File: src/rtl/evict_write_buffer.sv
// rtl/evict_write_buffer.sv - line-granular write-back buffer between cache and main memory
//
// Accepts dirty-line evictions without waiting on memory, drains them to memory
// in FIFO order while the memory port is idle, serves reads that hit a buffered
// line and merges repeat writes to a buffered line in place.
//
// Ports:
//   clk, reset         clock, synchronous active-high reset
//   cache_read/write   line requests from the cache, held until cache_resp
//   cache_address      line address (bits [3:0] ignored)
//   cache_wdata        eviction data
//   cache_resp         one-cycle completion pulse to the cache
//   cache_rdata        read data, valid with cache_resp
//   pmem_read/write    memory strobes (decoded from state)
//   pmem_address       memory line address, bits [3:0] = 0
//   pmem_wdata         memory write data (head entry)
//   pmem_resp          memory completion
//   pmem_rdata         memory read data
//   count              number of valid buffered lines
//
// Optional build macro EVICT_BUF_STATS_EN adds stats_reset, fwd_count and
// coalesce_count.

module evict_write_buffer #(
    parameter int DEPTH  = 2,
    parameter int LINE_W = 128,
    parameter int ADDR_W = 16
) (
    input  logic                       clk,
    input  logic                       reset,
    input  logic                       cache_read,
    input  logic                       cache_write,
    input  logic [ADDR_W-1:0]          cache_address,
    input  logic [LINE_W-1:0]          cache_wdata,
    output logic                       cache_resp,
    output logic [LINE_W-1:0]          cache_rdata,
    output logic                       pmem_read,
    output logic                       pmem_write,
    output logic [ADDR_W-1:0]          pmem_address,
    output logic [LINE_W-1:0]          pmem_wdata,
    input  logic                       pmem_resp,
    input  logic [LINE_W-1:0]          pmem_rdata,
    output logic [$clog2(DEPTH+1)-1:0] count
`ifdef EVICT_BUF_STATS_EN
    ,
    input  logic                       stats_reset,
    output logic [15:0]                fwd_count,
    output logic [15:0]                coalesce_count
`endif
);

    localparam int TAG_W = ADDR_W - 4;
    localparam int IDX_W = (DEPTH > 1) ? $clog2(DEPTH) : 1;
    localparam int CNT_W = $clog2(DEPTH + 1);
    localparam logic [CNT_W-1:0] FULL      = CNT_W'(DEPTH);
    localparam logic [IDX_W-1:0] LAST_SLOT = IDX_W'(DEPTH - 1);

    typedef enum logic [1:0] {
        S_IDLE,
        S_READ,
        S_DRAIN,
        S_RESP
    } state_t;

    state_t              state;
    logic                valid_q [DEPTH];
    logic [TAG_W-1:0]    tag_q   [DEPTH];
    logic [LINE_W-1:0]   data_q  [DEPTH];
    logic [IDX_W-1:0]    head;
    logic [IDX_W-1:0]    tail;

    logic                hit;
    logic [IDX_W-1:0]    hit_idx;
    logic [TAG_W-1:0]    req_tag;

    // Line offset bits are don't-care for a line-granular buffer.
    logic                unused_offset_bits;
    assign unused_offset_bits = ^cache_address[3:0];

    assign req_tag = cache_address[ADDR_W-1:4];

    // Coalescing keeps tags unique among valid entries, so at most one hits.
    always_comb begin
        hit     = 1'b0;
        hit_idx = '0;
        for (int i = 0; i < DEPTH; i++) begin
            if (valid_q[i] && (tag_q[i] == req_tag)) begin
                hit     = 1'b1;
                hit_idx = i[IDX_W-1:0];
            end
        end
    end

    function automatic logic [IDX_W-1:0] next_idx(input logic [IDX_W-1:0] idx);
        return (idx == LAST_SLOT) ? '0 : idx + 1'b1;
    endfunction

    // Memory-side outputs depend only on state, so read and write strobes are
    // mutually exclusive by construction.
    assign cache_resp   = (state == S_RESP);
    assign pmem_read    = (state == S_READ);
    assign pmem_write   = (state == S_DRAIN);
    assign pmem_wdata   = data_q[head];
    assign pmem_address = (state == S_DRAIN) ? {tag_q[head], 4'b0000}
                                             : {req_tag, 4'b0000};

    always_ff @(posedge clk) begin
        if (reset) begin
            state       <= S_IDLE;
            head        <= '0;
            tail        <= '0;
            count       <= '0;
            cache_rdata <= '0;
            for (int i = 0; i < DEPTH; i++) begin
                valid_q[i] <= 1'b0;
            end
        end else begin
            case (state)
                S_IDLE: begin
                    if (cache_read) begin
                        if (hit) begin
                            cache_rdata <= data_q[hit_idx];
                            state       <= S_RESP;
                        end else begin
                            state <= S_READ;
                        end
                    end else if (cache_write) begin
                        if (hit) begin
                            data_q[hit_idx] <= cache_wdata;
                            state           <= S_RESP;
                        end else if (count != FULL) begin
                            valid_q[tail] <= 1'b1;
                            tag_q[tail]   <= req_tag;
                            data_q[tail]  <= cache_wdata;
                            tail          <= next_idx(tail);
                            count         <= count + 1'b1;
                            state         <= S_RESP;
                        end else begin
                            // Full: free the head slot, then retry the write from IDLE.
                            state <= S_DRAIN;
                        end
                    end else if (count != '0) begin
                        state <= S_DRAIN;
                    end
                end
                S_READ: begin
                    if (pmem_resp) begin
                        cache_rdata <= pmem_rdata;
                        state       <= S_RESP;
                    end
                end
                S_DRAIN: begin
                    if (pmem_resp) begin
                        valid_q[head] <= 1'b0;
                        head          <= next_idx(head);
                        count         <= count - 1'b1;
                        state         <= S_IDLE;
                    end
                end
                default: begin
                    state <= S_IDLE;
                end
            endcase
        end
    end

`ifdef EVICT_BUF_STATS_EN
    logic fwd_inc;
    logic coalesce_inc;

    assign fwd_inc      = (state == S_IDLE) && cache_read && hit;
    assign coalesce_inc = (state == S_IDLE) && !cache_read && cache_write && hit;

    always_ff @(posedge clk) begin
        if (reset || stats_reset) begin
            fwd_count      <= '0;
            coalesce_count <= '0;
        end else begin
            if (fwd_inc && (fwd_count != 16'hFFFF)) begin
                fwd_count <= fwd_count + 16'd1;
            end
            if (coalesce_inc && (coalesce_count != 16'hFFFF)) begin
                coalesce_count <= coalesce_count + 16'd1;
            end
        end
    end
`endif

endmodule

File: config.mk
export PLATFORM = sky130hd
export DESIGN_NAME = evict_write_buffer
export DESIGN_NICKNAME = d
export VERILOG_FILES = /design/src/rtl/evict_write_buffer.sv
export SDC_FILE = /design/constraint.sdc
export NUM_CORES = 1
export LEC_CHECK = 0
export CAP_MARGIN = 25
export CELL_PAD_IN_SITES_DETAIL_PLACEMENT = 0
export CELL_PAD_IN_SITES_GLOBAL_PLACEMENT = 1
export CORE_MARGIN = 2
export CORE_UTILIZATION = 40
export CTS_CLUSTER_DIAMETER = 80
export DETAILED_ROUTE_END_ITERATION = 8
export PLACE_DENSITY_LB_ADDON = 0.12
export RECOVER_POWER = 50
export SYNTH_ARGS = -nofsm -noshare
export SYNTH_HDL_FRONTEND = slang
export SYNTH_SLANG_ARGS = --single-unit
File: constraint.sdc
create_clock -name clk -period 43.6 [get_ports clk]
set_clock_uncertainty 0.15 [all_clocks]
set_input_delay 10.9 -clock clk [delete_from_list [all_inputs] [get_ports clk]]
set_output_delay 10.9 -clock clk [all_outputs]
set_load 0.1 [all_outputs]
Word-level counts from Yosys, hierarchy flattened --
Memories as Yosys holds them, arrays and structs flattened. A register that Yosys moved wholly into a read port is not among the register bits. Index checks and enable logic that the tools add are counted.
Word-level totals: bits in read-only memories 0, output and inout bits 277, logic and storage cells 100, RAM bits 282, bits of input ports 277, memories 3, bits in registers 134, bits in latches 0
Cells by class: multipliers 0, order comparisons 0, bitwise operators 2, eq/ne operators 15, shift operators 0, div/mod/pow operators 0, add/sub/neg operators 4, multiplexer cells 57, reductions and logical operators 14
Memories:
- data_q | depth 2, width 128, read ports 2, clocked after Yosys merged registers in 1, write ports 1, line 68 | logic [LINE_W-1:0] data_q [DEPTH];
- tag_q | depth 2, width 12, read ports 3, clocked after Yosys merged registers in 1, write ports 1, line 67 | logic [TAG_W-1:0] tag_q [DEPTH];
- valid_q | depth 2, width 1, read ports 2, clocked after Yosys merged registers in 0, write ports 2, line 66 | logic valid_q [DEPTH];
Operator list (count):
- $mux W128 | 4
- $pmux W128 S2 | 1
- $reduce_or A128 Y1 | 1
- $mux W1 | 38
- $eq A12 B12 Y1 | 2
- $mux W2 | 11
- $mux W16 | 1
- $ne A2 B2 Y1 const B | 7
- $pmux W2 S3 | 1
- $reduce_and A6 Y1 | 1
- $reduce_bool A2 Y1 | 3
- $reduce_and A5 Y1 | 1
- $eq A2 B2 Y1 const B | 2
- $ne A2 B1 Y1 const B | 2
- $ne A4 B4 Y1 const B | 1
- $pmux W2 S2 | 1
- $reduce_and A4 Y1 | 1
- $reduce_and A3 Y1 | 1
- $add A1 B1 Y1 const B | 2
- $add A2 B1 Y2 const B | 1
- $eq A2 B1 Y1 const B | 1
- $logic_and A1 B1 Y1 | 2
- $logic_not A2 Y1 | 1
- $not A1 Y1 | 2
- other kinds (3) | 4

Longest topological paths before layout --
An unclocked memory read counts as a cell.
depth after elaboration 14, gate-level depth with buffers 8, mapped depth without buffers 6

Worst setup path after synthesis --
Ideal clock, no wire load.
path type input -> register, start input port cache_address[11], end memory data_q[0][0] (enable), arrival 24.671 ns, stages on the path 5, setup time 0.974 ns, path buffers 0, data required time 42.476 ns, path slack 17.805 ns, cells stage by stage xnor2_1 nand4_1 nor4_1 a21oi_1 nor4b_1
On the way: word-level cells in the longest chain between the ends 12, elaborated cells between the ends (all ways) 22, classes of those cells eq/ne (2); mux (17); reduce/logical (3)
RTL lines:
- from (decl) | line 33 | input logic [ADDR_W-1:0] cache_address,
- $eq A12 B12 Y1 | line 87 | if (valid_q[i] && (tag_q[i] == req_tag)) begin
- $logic_and A1 B1 Y1 | line 87
- $mux W1 (2 in series) | line 87
- $mux W1 | line 128 | if (hit) begin
- $mux W1 | line 127 | end else if (cache_write) begin
- $mux W1 | line 120 | if (cache_read) begin
- $mux W1 | line 118 | case (state)
- $mux W1 | line 108 | if (reset) begin
- $mux W1 (implied by the code) | line 134 | data_q[tail] <= cache_wdata;
- $reduce_or A128 Y1 (no line)
- $mux W1 (no line)
- to (decl) | line 68
Parallel ways exist; a longest one is shown, timed or not.

Worst setup path after layout --
start input port cache_address[7], end output port pmem_address[7]
On the way: word-level cells in the longest chain between the ends 1
RTL lines:
- $mux W16 | line 104 | assign pmem_address = (state == S_DRAIN) ? {tag_q[head], 4'b0000}
- to (decl) | line 39 | output logic [ADDR_W-1:0] pmem_address,
No other way between the ends.

==> results.json <==
{
  "path_class": "in -> out",
  "core_area_um2": 46500,
  "hold_path_depth": 2,
  "tightest_slew_ns": 5.33,
  "hold_path_end": "cache_rdata[92]",
  "syn_avg_cell_area_um2": 11.9,
  "htree_levels": 2,
  "clk_latency_ns": 0.58,
  "synth_top_area_share_pct": 45.1,
  "hp-start": "cache_rdata[92]",
  "drt-vias-per-instance": 5.31,
  "cts_hold_buf": 0,
  "hold_viol": 0,
  "fillCellCount": 4015,
  "ys_top_cells_by_area": "edfxtp_1, dfxtp_1, mux2_2, mux2i_1, nor3_1",
  "track_usage_pct": 24.1,
  "synth_area_um2": 18800,
  "rsz0062_at_grt": "no",
  "first_global_vias": 14245,
  "pwr_density_cell_nw_per_um2": 42.2,
  "violations": "max-capacitance violations, max-slew violations",
  "crit_arrival_ns": 12.96,
  "area_growth_syn_to_layout_pct": 40.1,
  "cts-root-buf": "clkbuf_16",
  "worstSetupStartpointType": "input port",
  "fp-row-count": 79,
  "dpl-instance-area_um2": 24700,
  "syn_inst": 1572,
  "cp_max_fo": 5,
  "postCtsSetupBuffers": 0,
  "cts.reportedPaths.clkPinSlew_ns": 0.05,
  "synth_top_area_cell": "edfxtp_1",
  "max_freq_mhz": 41.7,
  "tns_ns": 0,
  "end_kind": "output pin",
  "synth_cell_type_count": 34,
  "cts_sinks": 417,
  "setup_violations": 0,
  "multiInputGateArea_um2": 7070,
  "finalMaxSlewViolations": 167,
  "antenna_left": 0,
  "place_congestion": 0.808,
  "vias": 14447,
  "ys_seq_area_share_pct": 59.5,
  "ir_drop_mv": 0.0335,
  "die_y_um": 221,
  "grt_overflow": 0,
  "initial_core_util_pct": 40.4,
  "mostFrequentLayoutCell": "edfxtp_1",
  "fin_area_um2": 26300,
  "min_period_ns": 24.01,
  "grt_pass1_wl_um": 88000,
  "finish.utilization_pct": 56.6,
  "cts_buffers": 48,
  "ctsResizeCount": 0,
  "firstDrtPassIters": 5,
  "status": "finished with violations",
  "register_area_um2": 11200,
  "drive_gt1_share_pct": 10.8,
  "drv_cap": 3,
  "wl_per_cell_um": 22.5,
  "rrSetupSlack_ns": 38.66,
  "dp_hpwl_um": 39500,
  "p_leak_nw": 9.26,
  "drt_iter0_markers": 769,
  "io_buffers": 545,
  "cts_tree": "done",
  "io_pins": 554,
  "ys_ff_latch": 417,
  "ff2ff_path_depth": 6,
  "r2r-end": "data_q[1][88]",
  "crit_start": "cache_address[7]",
  "r2r-start": "tag_q[1][6]",
  "antenna_found_initial": 30,
  "ys_warn_count": 0,
  "die-width_um": 221,
  "period_share_pct": 55.1,
  "drc": 0,
  "clock_path_buffers": 3,
  "final_cell_mix": "edfxtp_1, dlygate4sd3_1, clkdlybuf4s50_1",
  "slew_headroom_pct": -255,
  "nNetsFinal": 2333,
  "grt_max_degree": 146,
  "die_area_um2": 48700,
  "wirelength_um": 61300,
  "crit_required_ns": 32.55,
  "hold_class": "reg -> reg"
}
sequential cells by signal (all words and copies together), names as in the netlist, named ones only:
signal and flops:
data_q 256, tag_q 24, cache_rdata 128, state 2, count 2, valid_q 2, head 1, tail 1
worst max path at each step:
stage / slack, ns / cells after the start / end
after CTS: 19.66 / 4 / pmem_address[7]
final: 19.59 / 4 / pmem_address[7]
after global routing: 19.49 / 4 / pmem_address[4]
after floorplan: 17.81 / 5 / data_q[0][0]
after global placement: 19.71 / 4 / pmem_address[13]
after detailed placement: 19.67 / 4 / pmem_address[7]
worst max-delay path: stages:
cell and delay, ns:
dlygate4sd3_1 0.68, nand2_1 0.08, o21ai_0 0.11, clkdlybuf4s50_1 1.18
area by class of cell:
class | instances | area share, %
diodes | 19 | 0.181
clock buffers | 77 | 5.52
clock inverters | 11 | 0.414
inverters | 4 | 0.0856
multi-input cells | 1018 | 26.9
flip-flops and latches | 417 | 42.5
well taps | 607 | 2.89
repair buffers | 567 | 21.5
cell usage after synthesis:
| master | number |
|---|---|
| a22oi_1 | 1 |
| nor2_1 | 138 |
| or3_1 | 1 |
| and3_1 | 1 |
| nor2b_1 | 2 |
| buf_2 | 21 |
| buf_1 | 16 |
| clkinv_1 | 1 |
| nand4_1 | 4 |
| mux2i_1 | 140 |
| a32o_1 | 1 |
| clkbuf_1 | 95 |
| a21oi_1 | 3 |
| a31oi_1 | 1 |
| and2_1 | 1 |
| nor3_1 | 261 |
| edfxtp_1 | 282 |
| xnor2_1 | 25 |
| nor4_1 | 1 |
| nand3_1 | 2 |
| xor2_1 | 1 |
| mux2_2 | 131 |
| or2_2 | 1 |
| dfxtp_1 | 135 |
| o21ai_0 | 16 |
| nor4b_1 | 1 |
| nor4_4 | 1 |
| inv_1 | 3 |
| a211oi_1 | 2 |
| nand2_1 | 18 |
| buf_4 | 4 |
| or4_1 | 130 |
| nand2b_1 | 131 |
| conb_1 | 1 |
kinds of logic after synthesis:
family | share of synthesized area [%]
simple gates | 20.2
flops | 59.5
mux | 15.3
buf+inv | 3.02
xor+xnor | 1.21
compound gates | 0.713
other cells | 0.0200
report_power, final:
part,leakage [nW],total [mW],internal (mW),switching (mW)
clock,0.770,0.399,0.239,0.160
combinational,4.84,0.268,0.0763,0.191
sequential,3.65,0.444,0.436,0.00745
total,9.26,1.11,0.751,0.359
stage by stage:
step / hold WS, ns / power (mW) / cells / worst slack (ns)
floorplan: 0.318 / 0.644 / 1575 / 17.81
global placement: 0.307 / 0.723 / 2609 / 19.71
detailed placement: 0.310 / 0.725 / 2611 / 19.67
CTS: 0.323 / 1.12 / 2699 / 19.66
global route: 0.332 / 1.15 / 2716 / 19.49
finish: 0.316 / 1.11 / 2720 / 19.59
routing by layer:
layer	up-vias	wire [um]	GRT usage, %
met5	-	97	0
met4	16	2260	10.2
met3	134	4970	7.22
met2	453	29900	40.4
met1	7052	24100	28.7
li1	6792	-	-
Note: power is estimated with default switching activity, not from simulation.
